==> src/rtl/fwd_hazard_unit.sv <==
// -----------------------------------------------------------------------------
// fwd_hazard_unit
//
// Purpose:
//   Operand forwarding and decode-stall generation for an in-order pipeline.
//   For every decode source it picks the youngest downstream stage that writes
//   the same register. It stalls decode on load-use hazards and on conflicts
//   with one outstanding fixed-latency multicycle op (mul/div). That op is
//   tracked by a small IDLE/BUSY scoreboard.
//
// Ports:
//   clk, rst        clock, asynchronous active-high reset
//   rs_D            NUM_SRC packed source addresses (src i at [i*REG_AW +: REG_AW])
//   rs_valid_D      per-source "actually read" flags
//   rd_D            decode destination
//   regwrite_D      decode instruction writes rd_D
//   mc_req_D        decode instruction is a multicycle op
//   stage_rd        NUM_FWD packed stage destinations (0 = youngest)
//   stage_regwrite  per-stage write enable
//   stage_is_load   per-stage "result not ready yet" (load in flight)
//   mc_issue        multicycle op leaves decode this cycle
//   mc_rd           destination of the issuing multicycle op
//   fwd_sel         per source: 0 regfile, k stage k-1, NUM_FWD+1 multicycle result
//   stall_D         hold F/D, inject bubble into X
//   mc_busy         scoreboard occupied
//   mc_wb_valid     multicycle result on the writeback bus this cycle
//   mc_wb_rd        destination of that result (0 when not valid)
//
// Optional build macro FWD_HAZARD_PERF_EN:
//   Adds perf_stall_cnt / perf_fwd_cnt saturating 32-bit event counters.
// -----------------------------------------------------------------------------
module fwd_hazard_unit #(
    parameter  int NUM_SRC = 2,
    parameter  int NUM_FWD = 2,
    parameter  int REG_AW  = 5,
    parameter  int MC_LAT  = 4,
    localparam int SEL_W   = $clog2(NUM_FWD + 2)
) (
    input  logic                       clk,
    input  logic                       rst,
    input  logic [NUM_SRC*REG_AW-1:0]  rs_D,
    input  logic [NUM_SRC-1:0]         rs_valid_D,
    input  logic [REG_AW-1:0]          rd_D,
    input  logic                       regwrite_D,
    input  logic                       mc_req_D,
    input  logic [NUM_FWD*REG_AW-1:0]  stage_rd,
    input  logic [NUM_FWD-1:0]         stage_regwrite,
    input  logic [NUM_FWD-1:0]         stage_is_load,
    input  logic                       mc_issue,
    input  logic [REG_AW-1:0]          mc_rd,
    output logic [NUM_SRC*SEL_W-1:0]   fwd_sel,
    output logic                       stall_D,
    output logic                       mc_busy,
    output logic                       mc_wb_valid,
    output logic [REG_AW-1:0]          mc_wb_rd
`ifdef FWD_HAZARD_PERF_EN
    ,
    output logic [31:0]                perf_stall_cnt,
    output logic [31:0]                perf_fwd_cnt
`endif
);

    localparam int CNT_W = 4;
    localparam logic [CNT_W-1:0] CNT_LOAD = CNT_W'(MC_LAT - 1);
    localparam logic [SEL_W-1:0] SEL_MC   = SEL_W'(NUM_FWD + 1);

    typedef enum logic {
        S_IDLE = 1'b0,
        S_BUSY = 1'b1
    } state_t;

    // Scoreboard state
    state_t             state_q, state_d;
    logic [CNT_W-1:0]   cnt_q,   cnt_d;
    logic [REG_AW-1:0]  rd_q,    rd_d;
    logic               busy_q,  busy_d;
    logic               wbv_q,   wbv_d;

    // Forwarding / hazard combinational signals
    logic [NUM_SRC*SEL_W-1:0] sel_c;
    logic [REG_AW-1:0]        rs_c;
    logic [SEL_W-1:0]         src_sel_c;
    logic                     found_c;
    logic                     load_stall_c;
    logic                     raw_hit_c;
    logic                     waw_hit_c;
    logic                     sb_block_c;
    logic                     stall_c;

    // ------------------------------------------------------------------
    // Per-source forward select. Stages are scanned from youngest to
    // oldest; the first hit wins, so an older match is shadowed. A load
    // stall is raised only for the winning stage.
    // ------------------------------------------------------------------
    always_comb begin
        sel_c        = '0;
        rs_c         = '0;
        src_sel_c    = '0;
        found_c      = 1'b0;
        load_stall_c = 1'b0;
        raw_hit_c    = 1'b0;
        for (int i = 0; i < NUM_SRC; i++) begin
            rs_c      = rs_D[i*REG_AW +: REG_AW];
            src_sel_c = '0;
            found_c   = 1'b0;
            if (rs_valid_D[i] && (rs_c != '0)) begin
                for (int k = 0; k < NUM_FWD; k++) begin
                    if (!found_c && stage_regwrite[k] &&
                        (stage_rd[k*REG_AW +: REG_AW] == rs_c)) begin
                        found_c   = 1'b1;
                        src_sel_c = SEL_W'(k + 1);
                        if (stage_is_load[k]) begin
                            load_stall_c = 1'b1;
                        end
                    end
                end
                // Multicycle result on the wb bus is the lowest-priority source.
                if (!found_c && wbv_q && (rd_q == rs_c)) begin
                    src_sel_c = SEL_MC;
                end
                // rs_c is nonzero here, so a stored rd of 0 can never match.
                if (rd_q == rs_c) begin
                    raw_hit_c = 1'b1;
                end
            end
            sel_c[i*SEL_W +: SEL_W] = src_sel_c;
        end
    end

    // Scoreboard conflicts only matter while the op is still computing;
    // in the wb cycle the result is forwardable and the slot frees up.
    assign sb_block_c = busy_q && !wbv_q;
    assign waw_hit_c  = regwrite_D && (rd_D == rd_q) && (rd_q != '0);
    assign stall_c    = load_stall_c ||
                        (sb_block_c && (raw_hit_c || waw_hit_c || mc_req_D));

    // Outputs are forced low while reset is held, including the
    // combinational ones.
    assign fwd_sel     = rst ? '0 : sel_c;
    assign stall_D     = stall_c && !rst;
    assign mc_busy     = busy_q;
    assign mc_wb_valid = wbv_q;
    assign mc_wb_rd    = wbv_q ? rd_q : '0;

    // ------------------------------------------------------------------
    // Scoreboard next state. An issue while counting down is a protocol
    // error and is dropped; an issue in the wb cycle reloads the slot.
    // ------------------------------------------------------------------
    always_comb begin
        state_d = state_q;
        cnt_d   = cnt_q;
        rd_d    = rd_q;
        unique case (state_q)
            S_IDLE: begin
                if (mc_issue) begin
                    state_d = S_BUSY;
                    cnt_d   = CNT_LOAD;
                    rd_d    = mc_rd;
                end
            end
            S_BUSY: begin
                if (cnt_q != '0) begin
                    cnt_d = cnt_q - 1'b1;
                end else if (mc_issue) begin
                    cnt_d = CNT_LOAD;
                    rd_d  = mc_rd;
                end else begin
                    state_d = S_IDLE;
                end
            end
            default: begin
                state_d = S_IDLE;
            end
        endcase
        // Status flags are registered so they come straight from flops.
        busy_d = (state_d == S_BUSY);
        wbv_d  = (state_d == S_BUSY) && (cnt_d == '0);
    end

    always_ff @(posedge clk or posedge rst) begin
        if (rst) begin
            state_q <= S_IDLE;
            cnt_q   <= '0;
            rd_q    <= '0;
            busy_q  <= 1'b0;
            wbv_q   <= 1'b0;
        end else begin
            state_q <= state_d;
            cnt_q   <= cnt_d;
            rd_q    <= rd_d;
            busy_q  <= busy_d;
            wbv_q   <= wbv_d;
        end
    end

`ifdef FWD_HAZARD_PERF_EN
    // ------------------------------------------------------------------
    // Saturating event counters: stall cycles, and cycles that actually
    // forward (any nonzero select while decode advances).
    // ------------------------------------------------------------------
    logic [31:0] perf_stall_q, perf_stall_d;
    logic [31:0] perf_fwd_q,   perf_fwd_d;

    always_comb begin
        perf_stall_d = perf_stall_q;
        perf_fwd_d   = perf_fwd_q;
        if (stall_D && (perf_stall_q != '1)) begin
            perf_stall_d = perf_stall_q + 32'd1;
        end
        if (!stall_D && (fwd_sel != '0) && (perf_fwd_q != '1)) begin
            perf_fwd_d = perf_fwd_q + 32'd1;
        end
    end

    always_ff @(posedge clk or posedge rst) begin
        if (rst) begin
            perf_stall_q <= '0;
            perf_fwd_q   <= '0;
        end else begin
            perf_stall_q <= perf_stall_d;
            perf_fwd_q   <= perf_fwd_d;
        end
    end

    assign perf_stall_cnt = perf_stall_q;
    assign perf_fwd_cnt   = perf_fwd_q;
`else
    // Performance counters not built.
`endif

endmodule

==> config.mk <==
export PLATFORM = sky130hd
export DESIGN_NAME = fwd_hazard_unit
export DESIGN_NICKNAME = d
export VERILOG_FILES = /design/src/rtl/fwd_hazard_unit.sv
export SDC_FILE = /design/constraint.sdc
export NUM_CORES = 1
export LEC_CHECK = 0
export ABC_AREA = 1
export ABC_CLOCK_PERIOD_IN_PS = 1500
export BUFFER_PORTS_ARGS = -buffer_cell sky130_fd_sc_hd__buf_4
export CAP_MARGIN = 0
export CORE_ASPECT_RATIO = 1.4
export CORE_MARGIN = 1.5
export CORE_UTILIZATION = 43
export DETAILED_ROUTE_END_ITERATION = 10
export PLACE_DENSITY = 0.74
export SYNTH_ARGS = -nofsm -noshare
export SYNTH_HDL_FRONTEND = slang
export SYNTH_SLANG_ARGS = --single-unit
==> constraint.sdc <==
create_clock -name clk -period 1.5 [get_ports clk]
set_input_delay 0.075 -clock clk [delete_from_list [all_inputs] [get_ports clk]]
set_output_delay 0.075 -clock clk [all_outputs]
set_load 0.05 [all_outputs]
==> summary.md, run 1 <==
| Metric | Value |
|---|---|
| Status | `finished with violations` |
| Failing checks | `negative setup slack` |
| CORE AREA | `2820 um^2` |
| Die height | `66.9 um` |
| First-pass GRT wire length | `6160 um` |
| Antenna cells | `0` |
| Clock Tree Buf Depth | `2` |
| Vias in the first global route | `1514` |
| Share of layout cells above drive strength 1 | `0.317` |
| Detailed-routing wirelength on met1 | `1480 um` |
| Post-route ant nets | `0` |
| Synth Instances | `241` |
| Gpl congestion | `between 0.8 and 0.9` |
| RSZ-0062 raised after global routing | `yes` |
| FF-to-FF path depth | `8` |
| Place WS | `-0.0164 ns` |
| Synth unique cells | `21` |
| Crit-path cells | `buf_4, nand2_1, nand2_1, nor2_1, nand3_1, nor2_2, nor2_1, nand2_1, nand2_1, nand3_2, buf_8` |
| Average cell area after synthesis | `between 5 and 6 um^2` |
| Total CTS buffers | `3` |
| Top Metal Used | `met4` |
| Worst Path Buf+Inv | `2` |
| CTS tree | `done` |
| Max frequency | `between 0.5 and 0.6 GHz` |
| Top delay family on crit path | `simple AND/OR/NAND/NOR gates` |
| Drt drc | `0` |
| RR Startpoint | `cnt_q[0]$_DFF_PP0_` |
| Setup slack after layout | `-0.219 ns` |
| Max VDD drop | `~1 mV` |
| Warnings, synthesis | `0` |
| Rows | `23` |
| Htree depth | `1` |
| Die X | `48.7 um` |
| Worst Hold Class | `in2reg` |
| Final net count | `roughly 350` |
| Hold_ws | `0.0757 ns` |
| Synth Cell Area | `1250 um^2` |
| Worst setup path start | `rd_q[1]$_DFFE_PP0P_` |
| Total number of vias | `1670` |
| 1st-iter DRT viols | `53` |
| TNS Setup | `-0.787 ns` |
| All-Layer GR Usage | `0.246` |
| Detail Placement HPWL | `3100 um` |
| Critical Path End Type | `primary output` |
| Final Slew Violations | `0` |
| Critical Path Max Stage Delay | `approximately 0.42 ns` |
| Worst slew margin | `0.717` |
| Clock sinks | `11` |
| Cell leakage power | `between 1 and 1.5 nW` |
| Crit start category | `flip-flop` |
| Effective utilization at floorplan | `0.445` |
| Arrival time of the worst setup path | `~1.6 ns` |
| Wire length on met3 | `223 um` |
| Fin. Hold Viols | `0` |
| Max_cap viols | `0` |
| Detailed-route wire length | `3970 um` |
| Pwr/cell area | `1220 nW/um^2` |
| Area occupied by registers | `280 um^2` |
| Overall power | `between 2 and 2.5 mW` |
| FF-to-FF setup slack | `0.06 ns` |
| #FFs+latches synth | `11` |
| HP Start | `mc_rd[4]` |
| Setup Skew | `0.00100 ns` |
| Gr ovfl total | `0` |
| Total Die Area | `~3300 um^2` |
| Async S/R FF share, synth | `1.00` |
| Period Utilization, post-route | `1.15` |
| Largest net degree at the start of global routing | `12` |
| WHS Path Cells | `2` |
| Minimum clock period | `1.72 ns` |
| Most Frequent Cell on Critical Path | `nand2_1` |
| Slew @ Worst Pin | `0.425 ns` |
| CP max-delay cell | `dfrtp_1` |
| Fillers | `283` |
| Post-synth EDFFs | `0` |
| Avg WL per Cell | `between 10 and 15 um` |
| Most used DFF post-synth | `dfrtp_1` |
| I/O Pins | `53` |
| Initial antenna violation count | `0` |
| Port buffer count | `52` |
| Area grow syn2layout | `54.0%` |
| R2R Path End | `mc_wb_valid$_DFF_PP0_` |
| Via density | `about 4.9` |
| Crit Path Class | `reg2out` |
| Required @ worst endpoint | `1.42 ns` |
| Multi-input logic area | `907 um^2` |
| Reg clk slew, reported paths | `~0.050 ns` |
| Syn nets | `283` |
| Clock latency on the worst-skew pair | `around 0.24 ns` |
| CTS root buffer | `clkbuf_8` |
| Crit Path Max Fanout | `5` |
| Setup-failing EPs final | `5` |
| Hold endpoint | `rd_q[4]$_DFFE_PP0P_` |
| Post-synthesis sequential area ratio | `0.219` |
| First-pass DRT Iterations | `4` |
| WL met2 | `around 2100 um` |
==> registers in the layout, summed over array words and instances (netlist names) <==
| signal | cells |
|---|---|
| rd_q | 5 |
| cnt_q | 4 |
| mc_busy | 1 |
| mc_wb_valid | 1 |
==> cell type report <==
type,instances,area share
Tap cell,37,0.0239
Multi-Input combinational cell,185,0.469
Sequential cell,11,0.145
Inverter,45,0.0887
Clock buffer,4,0.0233
Timing Repair Buffer,61,0.250
==> layout by cell type, fill, tap and decap left out, types with 2 or more instances in the layout <==
cell type and count:
xnor2_2 2, dfrtp_1 7, nor2_1 28, nand3_2 3
nand3_1 10, nand4_1 3, o21ai_1 2, buf_6 4
a21oi_1 5, nand2_1 94, nor2_2 6, nor3_1 2
o21ai_0 9, inv_2 4, dfrtp_2 4, inv_1 40
buf_4 55, nand2_2 7, clkbuf_8 3
==> power by group <==
| part | internal, mW | switching, mW |
|---|---|---|
| Sequential | 0.443 | 0.170 |
| Combinational | 0.611 | 0.845 |
| Clock | 0.187 | 0.111 |
==> routing by layer <==
layer  GRT usage  up-vias
met2       0.488       62
met4       0.136        0
met1       0.246      735
met3      0.0291       10
li1            -      863
met5           0        -
==> cell usage after synthesis (all sizes together), types with 2 or more instances <==
master | n | area (um^2)
inv | 45 | 169
o21ai | 12 | 60.1
nand4 | 3 | 18.8
dfrtp | 11 | 275
a21oi | 7 | 35.0
nand2 | 101 | 379
nor3 | 3 | 15.0
nand3 | 13 | 70.1
nor2 | 35 | 136
o22ai | 2 | 12.5
xnor2 | 3 | 26.3
==> stage by stage <==
step                instance area (um^2)   util  cells
floorplan                           1280      -    241
global placement                    1750  0.619    334
detailed placement                  1750  0.619    334
CTS                                 1840  0.652    340
global route                        1930  0.685    343
finish                              1930  0.685    343
==> how the worst max path moves through the flow <==
stage	endpoint	slack [ns]	cells after the start
3_3_place_gp	fwd_sel[1]	-0.01	9
5_1_grt	stall_D	-0.32	11
3_5_place_dp	fwd_sel[1]	-0.02	9
6_report	stall_D	-0.22	11
4_1_cts	fwd_sel[0]	-0.17	11
2_1_floorplan	rd_q[4]$_DFFE_PP0P_	0.02	3
==> repair_timing <==
item	4_1_cts	5_1_grt
endpoints found under the setup margin	5	10
pin swaps	3	6
hold endpoints to repair	11	0
buffers inserted	1	3
resized for setup	14	20
hold buffers	1	0
cloned	0	0
==> logic make-up after synthesis <==
logic type      Yosys count  share of synthesized area
mux                       1                    0.00897
compound gates           23                     0.0997
xor+xnor                  4                     0.0279
flops                    11                      0.219
simple gates            156                      0.500
fa+ha+maj                 1                    0.00997
buf+inv                  45                      0.135
(Power assumes the default switching activity.)
==> run 2: changes to the inputs <==
--- a/config.mk
+++ b/config.mk
@@ -11,9 +11,10 @@
 export CAP_MARGIN = 0
 export CORE_ASPECT_RATIO = 1.4
 export CORE_MARGIN = 1.5
-export CORE_UTILIZATION = 43
+export CORE_UTILIZATION = 38
 export DETAILED_ROUTE_END_ITERATION = 10
-export PLACE_DENSITY = 0.74
+export PLACE_DENSITY = 0.66
+export SKIP_CTS_REPAIR_TIMING = 1
 export SYNTH_ARGS = -nofsm -noshare
 export SYNTH_HDL_FRONTEND = slang
 export SYNTH_SLANG_ARGS = --single-unit
==> run 2 against run 1 <==
The flow still finishes with violations (negative setup slack); design area increased by 0.26%; sequential power decreased by 2%; total power decreased by 1.4%; non-clock buffer count increased by 1; worst hold slack got worse by 0.0029 ns; clock skew increased by 0.0022 ns; register-to-register slack improved by 0.05 ns; sequential share of layout area decreased by 0.10 points.
==> summary.md, run 2 (synthesis results as in run 1) <==
| Metric | Value |
|---|---|
| Post-route ant nets | `0 (unchanged)` |
| Minimum clock period | `1.70 ns (-0.0156 ns)` |
| Area grow syn2layout | `54.4%` |
| I/O Pins | `53 (unchanged)` |
| Pwr/cell area | `1200 nW/um^2 (-1.6%)` |
| Top delay family on crit path | `simple AND/OR/NAND/NOR gates` |
| Commonest non-fill, non-tap cell in the layout | `nand2_1` |
| Max_cap viols | `0 (unchanged)` |
| CTS tree | `done` |
| Die X | `51.6 um (+6.0%)` |
| Total number of vias | `1653 (-1.0%)` |
| Vias in the first global route | `1506 (-0.53%)` |
| All-Layer GR Usage | `0.227 (-0.0189)` |
| Total CTS buffers | `3 (unchanged)` |
| Worst Hold Class | `in2reg` |
| Drt drc | `0 (unchanged)` |
| Crit Path Max Fanout | `5 (unchanged)` |
| Setup slack after layout | `-0.203 ns (+0.0156 ns)` |
| Clock power share | `0.128 (+0.002)` |
| Failing checks | `negative setup slack` |
| Clock Tree Buf Depth | `2 (unchanged)` |
| Required @ worst endpoint | `1.42 ns (about the same)` |
| Clock latency on the worst-skew pair | `0.24 ns (about the same)` |
| Status | `finished with violations` |
| Biggest registers after layout | `rd_q: 5 flops, cnt_q: 4 flops` |
| CORE AREA | `3120 um^2 (+11%)` |
| Gate power share | `0.615 (about the same)` |
| CP max-delay cell | `dfrtp_1` |
| Place WS | `-0.00930 ns (+0.00708 ns)` |
| Most frequent cells in the layout | `95 x nand2_1, 55 x buf_4, 39 x inv_1` |
| Via density | `4.78 (-1.9%)` |
| Fillers | `310 (+9.5%)` |
| Seq pwr share | `0.257 (-0.002)` |
| Max reg flops | `5 (unchanged)` |
| Cell internal pwr | `1.23 mW (-0.54%)` |
| Gr ovfl total | `0 (unchanged)` |
| Initial antenna violation count | `0 (unchanged)` |
| Critical Path End Type | `primary output` |
| RR Startpoint | `cnt_q[1]$_DFF_PP0_` |
| Port buffer count | `52 (unchanged)` |
| Reg clk slew, reported paths | `0.05 ns (about the same)` |
| CTS root buffer | `clkbuf_8` |
| Cell leakage power | `1.14 nW (-0.49%)` |
| NetSw | `1.10 mW (-2.2%)` |
| Worst slew margin | `0.645 (-0.0715)` |
| Die height | `71.0 um (+6.1%)` |
| Detailed-route wire length | `3920 um (-1.2%)` |
| Effective utilization at floorplan | `0.402 (-0.0431)` |
| RSZ-0062 raised after global routing | `yes` |
| Final core occ | `0.621 (-0.0649)` |
| Crit-path cells | `inv_2, nand2_1, nand2_1, nor2_2, nand3_2, nor2_2, o21ai_0, nor3_4, buf_6` |
| Share of layout cells above drive strength 1 | `0.319 (+0.00222)` |
| Crit start category | `flip-flop` |
| Max frequency | `0.587 GHz (+0.92%)` |
| TNS Setup | `-0.821 ns (-0.0345 ns)` |
| Overall power | `2.33 mW (-1.4%)` |
| Detail Placement HPWL | `3180 um (+2.5%)` |
| Crit Path Class | `reg2out` |
| Arrival time of the worst setup path | `1.63 ns (about the same)` |
| Fin cells | `346 (+0.87%)` |
| First-pass DRT Iterations | `4 (unchanged)` |
| Max VDD drop | `1.02 mV (-0.56%)` |
| Clock sinks | `11 (unchanged)` |
| HP Start | `mc_rd[4]` |
| 1st-iter DRT viols | `53 (unchanged)` |
| Worst Path Buf+Inv | `2 (unchanged)` |
| Avg WL per Cell | `11.3 um (-2.1%)` |
| Slew @ Worst Pin | `0.531 ns (+0.106 ns)` |
| Final Slew Violations | `0 (unchanged)` |
| Fin. Hold Viols | `0 (unchanged)` |
| Top reg by flops | `rd_q` |
| Total Die Area | `3660 um^2 (+12%)` |
| Gpl congestion | `0.843 (-2.7%)` |
| Setup Skew | `0.00321 ns (+0.00221 ns)` |
| First-pass GRT wire length | `6350 um (+3.1%)` |
| Post-Place Cells | `337 (+0.90%)` |
| Antenna cells | `0 (unchanged)` |
| Final net count | `350 (+0.29%)` |
| Critical Path Max Stage Delay | `0.42 ns (about the same)` |
| Setup-failing EPs final | `5 (unchanged)` |
| Htree depth | `1 (unchanged)` |
| Period Utilization, post-route | `1.14 (-0.0104)` |
| Sw Share | `0.471 (-0.00431)` |
| Largest net degree at the start of global routing | `12 (unchanged)` |
| Worst setup path start | `rd_q[1]$_DFFE_PP0P_` |
| Rows | `24 (+4.3%)` |
## run 2: cell count changes in the layout (fill, tap and decap cells not counted), sizes merged
cell	before	now
buf	60	61
## run 2: area by class of cell
class / instances / area [um^2] / area share
repair buffers: 62 / 498 / 0.257
inverters: 45 / 171 / 0.0884
well taps: 39 / 48.8 / 0.0252
multi-input cells: 185 / 896 / 0.462
clock buffers: 4 / 45.0 / 0.0232
flip-flops and latches: 11 / 279 / 0.144
## run 2: worst reg2reg max path: cells and delay by family, from the launching register on
kind	cells	cell delay (ns)
flops	1	0.38
compound gates	1	0.14
fa+ha+maj	1	0.18
simple gates	5	0.53
buf+inv	1	0.08
## run 2: through the flow
stage | area [um^2] | hold WS (ns)
finish | 1940 | 0.0729
global placement | 1760 | 0.143
detailed placement | 1760 | 0.144
CTS | 1800 | -0.110
floorplan | 1280 | -0.0726
global route | 1940 | 0.0660
## run 2: path summary, 6_finish.rpt
check / depth (start not counted) / slack (ns) / to
hold / removal: 2 / 0.07 / rd_q[4]$_DFFE_PP0P_
max in group asynchronous: 3 / 0.67 / rd_q[2]$_DFFE_PP0P_
min in group asynchronous: 3 / 0.45 / cnt_q[3]$_DFF_PP0_
setup / recovery: 9 / -0.20 / fwd_sel[1]
hold reg to reg: 2 / 0.50 / cnt_q[1]$_DFF_PP0_
setup reg to reg: 8 / 0.11 / mc_wb_valid$_DFF_PP0_
## run 2: power by group through the flow
stage                     Clock [mW]  Sequential [mW]  Combinational (mW)
after floorplan                    0            0.586               0.805
after global placement             0            0.575                1.21
after detailed placement           0            0.583                1.22
after CTS                      0.304            0.579                1.24
after global routing           0.316            0.616                1.60
final                          0.300            0.600                1.44
## run 2: routing by layer
layer  track usage  vias up  wire length (um)
met1         0.259      739              1560
li1              -      868                 -
met3       0.00844        8               126
met4        0.0906        0                83
met2         0.429       38              2160
met5             0        -                 0
==> run 3: changes to the inputs <==
--- a/config.mk
+++ b/config.mk
@@ -14,6 +14,7 @@
 export CORE_UTILIZATION = 38
 export DETAILED_ROUTE_END_ITERATION = 10
 export PLACE_DENSITY = 0.66
+export RECOVER_POWER = 50
 export SKIP_CTS_REPAIR_TIMING = 1
 export SYNTH_ARGS = -nofsm -noshare
 export SYNTH_HDL_FRONTEND = slang
==> run 3 against run 2 <==
Non-clock buffer count did not move; largest power group unchanged; sequential power barely moved; via count hardly changed; combinational power about the same; critical endpoint unchanged; the run still ends with negative setup slack left; clock power about the same.
==> summary.md, run 3 (synthesis results as in run 1) <==
| Metric | Value |
|---|---|
| Fillers | `312 (+0.65%)` |
| Share of layout cells above drive strength 1 | `0.316 (-0.00326)` |
| Crit Path Max Fanout | `5 (unchanged)` |
| Effective utilization at floorplan | `0.402 (unchanged)` |
| First-pass GRT wire length | `6350 um (unchanged)` |
| Detail Placement HPWL | `3180 um (unchanged)` |
| Most frequent cells in the layout | `95 x nand2_1, 54 x buf_4, 39 x inv_1` |
| CTS root buffer | `clkbuf_8` |
| Max reg flops | `5 (unchanged)` |
| Clock latency on the worst-skew pair | `0.24 ns (about the same)` |
| Clock Tree Buf Depth | `2 (unchanged)` |
| Detailed-route wire length | `3930 um (+0.13%)` |
| FF-to-FF path depth | `8 (unchanged)` |
| Initial antenna violation count | `0 (unchanged)` |
| Via density | `4.78 (about the same)` |
| Pwr/cell area | `1200 nW/um^2 (-0.14%)` |
| RSZ-0062 raised after global routing | `yes` |
| Htree depth | `1 (unchanged)` |
| Largest net degree at the start of global routing | `12 (unchanged)` |
| Drt drc | `0 (unchanged)` |
| 1st-iter DRT viols | `35 (-34%)` |
| Antenna cells | `0 (unchanged)` |
| Arrival time of the worst setup path | `1.63 ns (about the same)` |
| Total Die Area | `3660 um^2 (unchanged)` |
| Die X | `51.6 um (unchanged)` |
| Setup-failing EPs final | `5 (unchanged)` |
| Clock sinks | `11 (unchanged)` |
| Fin cells | `346 (unchanged)` |
| Biggest registers after layout | `rd_q: 5 flops, cnt_q: 4 flops` |
| Crit start category | `flip-flop` |
| WHS Path Cells | `2 (unchanged)` |
| First-pass DRT Iterations | `4 (unchanged)` |
| Die height | `71.0 um (unchanged)` |
| Avg WL per Cell | `11.4 um (+0.13%)` |
| Critical Path End Type | `primary output` |
| TNS Setup | `-0.820 ns (+0.00152 ns)` |
| Area grow syn2layout | `54.1%` |
| Fin. Hold Viols | `0 (unchanged)` |
| Post-route ant nets | `0 (unchanged)` |
| Period Utilization, post-route | `1.14 (about the same)` |
| Final core occ | `0.619 (-0.00120)` |
| Setup Skew | `0.00297 ns (-0.000237 ns)` |
| Worst slew margin | `0.608 (-0.0367)` |
| RR Startpoint | `cnt_q[1]$_DFF_PP0_` |
| Area occupied by registers | `279 um^2 (unchanged)` |
| R2R Path End | `mc_wb_valid$_DFF_PP0_` |
| Crit Path Class | `reg2out` |
| FF-to-FF setup slack | `0.11 ns (about the same)` |
| Multi-input logic area | `896 um^2 (unchanged)` |
| Total number of vias | `1654 (+0.060%)` |
| Rows | `24 (unchanged)` |
| Required @ worst endpoint | `1.42 ns (about the same)` |
| Commonest non-fill, non-tap cell in the layout | `nand2_1` |
| Port buffer count | `52 (unchanged)` |
| Worst setup path start | `rd_q[1]$_DFFE_PP0P_` |
| Gr ovfl total | `0 (unchanged)` |
| Overall power | `2.33 mW (-0.34%)` |
| Top reg by flops | `rd_q` |
| Max_cap viols | `0 (unchanged)` |
| Reg clk slew, reported paths | `0.05 ns (about the same)` |
| Worst Hold Class | `in2reg` |
| Hold endpoint | `rd_q[4]$_DFFE_PP0P_` |
| Max frequency | `0.587 GHz (about the same)` |
| CORE AREA | `3120 um^2 (unchanged)` |
| Total CTS buffers | `3 (unchanged)` |
| Slew @ Worst Pin | `0.590 ns (+0.0593 ns)` |
| Status | `finished with violations` |
| Gpl congestion | `0.843 (unchanged)` |
| I/O Pins | `53 (unchanged)` |
| Vias in the first global route | `1506 (unchanged)` |
| Setup slack after layout | `-0.203 ns (-0.0000380 ns)` |
| Failing checks | `negative setup slack` |
| All-Layer GR Usage | `0.227 (unchanged)` |
| Cell leakage power | `1.14 nW (-0.27%)` |
| CTS tree | `done` |
| Post-Place Cells | `337 (unchanged)` |
| Final Slew Violations | `0 (unchanged)` |
| Minimum clock period | `1.70 ns (+0.0000380 ns)` |
| Final net count | `350 (unchanged)` |
| Max VDD drop | `1.02 mV (-0.18%)` |
| HP Start | `mc_rd[4]` |
==> run 3: cell types whose count changed in the layout (fill, tap and decap cells not counted) <==
cell | previous run | this run
buf_4 | 55 | 54
clkbuf_1 | 1 | 2
==> run 3: cell type report <==
cell class / count / area share
Multi-Input combinational cell: 185 / 0.463
Timing Repair Buffer: 62 / 0.255
Inverter: 45 / 0.0886
Tap cell: 39 / 0.0252
Sequential cell: 11 / 0.144
Clock buffer: 4 / 0.0233
==> run 3: worst max-delay path by stage <==
stage / endpoint / slack, ns / depth (start not counted)
6_report: fwd_sel[1] / -0.20 / 9
5_1_grt: stall_D / -0.32 / 11
4_1_cts: fwd_sel[1] / -0.27 / 9
3_5_place_dp: fwd_sel[1] / -0.009 / 9
3_3_place_gp: fwd_sel[1] / 0.004 / 9
2_1_floorplan: rd_q[4]$_DFFE_PP0P_ / 0.02 / 3
==> run 3: stage by stage <==
stage / cell area, um^2 / setup slack [ns] / hold slack [ns]
floorplan: 1280 / 0.0199 / -0.0726
global placement: 1760 / 0.00364 / 0.143
detailed placement: 1760 / -0.00930 / 0.144
CTS: 1800 / -0.273 / -0.110
global route: 1930 / -0.320 / 0.0660
finish: 1930 / -0.203 / 0.0727
==> run 3: critical path, cell delays in order, from the launching register on <==
cell and delay (ns):
dfrtp_1 0.42, inv_2 0.09, nand2_1 0.06, nand2_1 0.05, nor2_2 0.10, nand3_2 0.10, nor2_2 0.12, o21ai_0 0.13
nor3_4 0.14, buf_6 0.17
==> run 3: power by group <==
part           switching (mW)  total, mW  internal (mW)
Sequential              0.159      0.600          0.440
Combinational           0.828       1.43          0.600
Clock                   0.113      0.299          0.187
Total                    1.10       2.33           1.23
==> run 3: metal layers <==
layer,routed length (um),up-vias,global-route usage
li1,-,868,-
met1,1560,740,0.259
met2,2150,38,0.429
met3,131,8,0.00844
met4,87,0,0.0906
met5,0,-,0
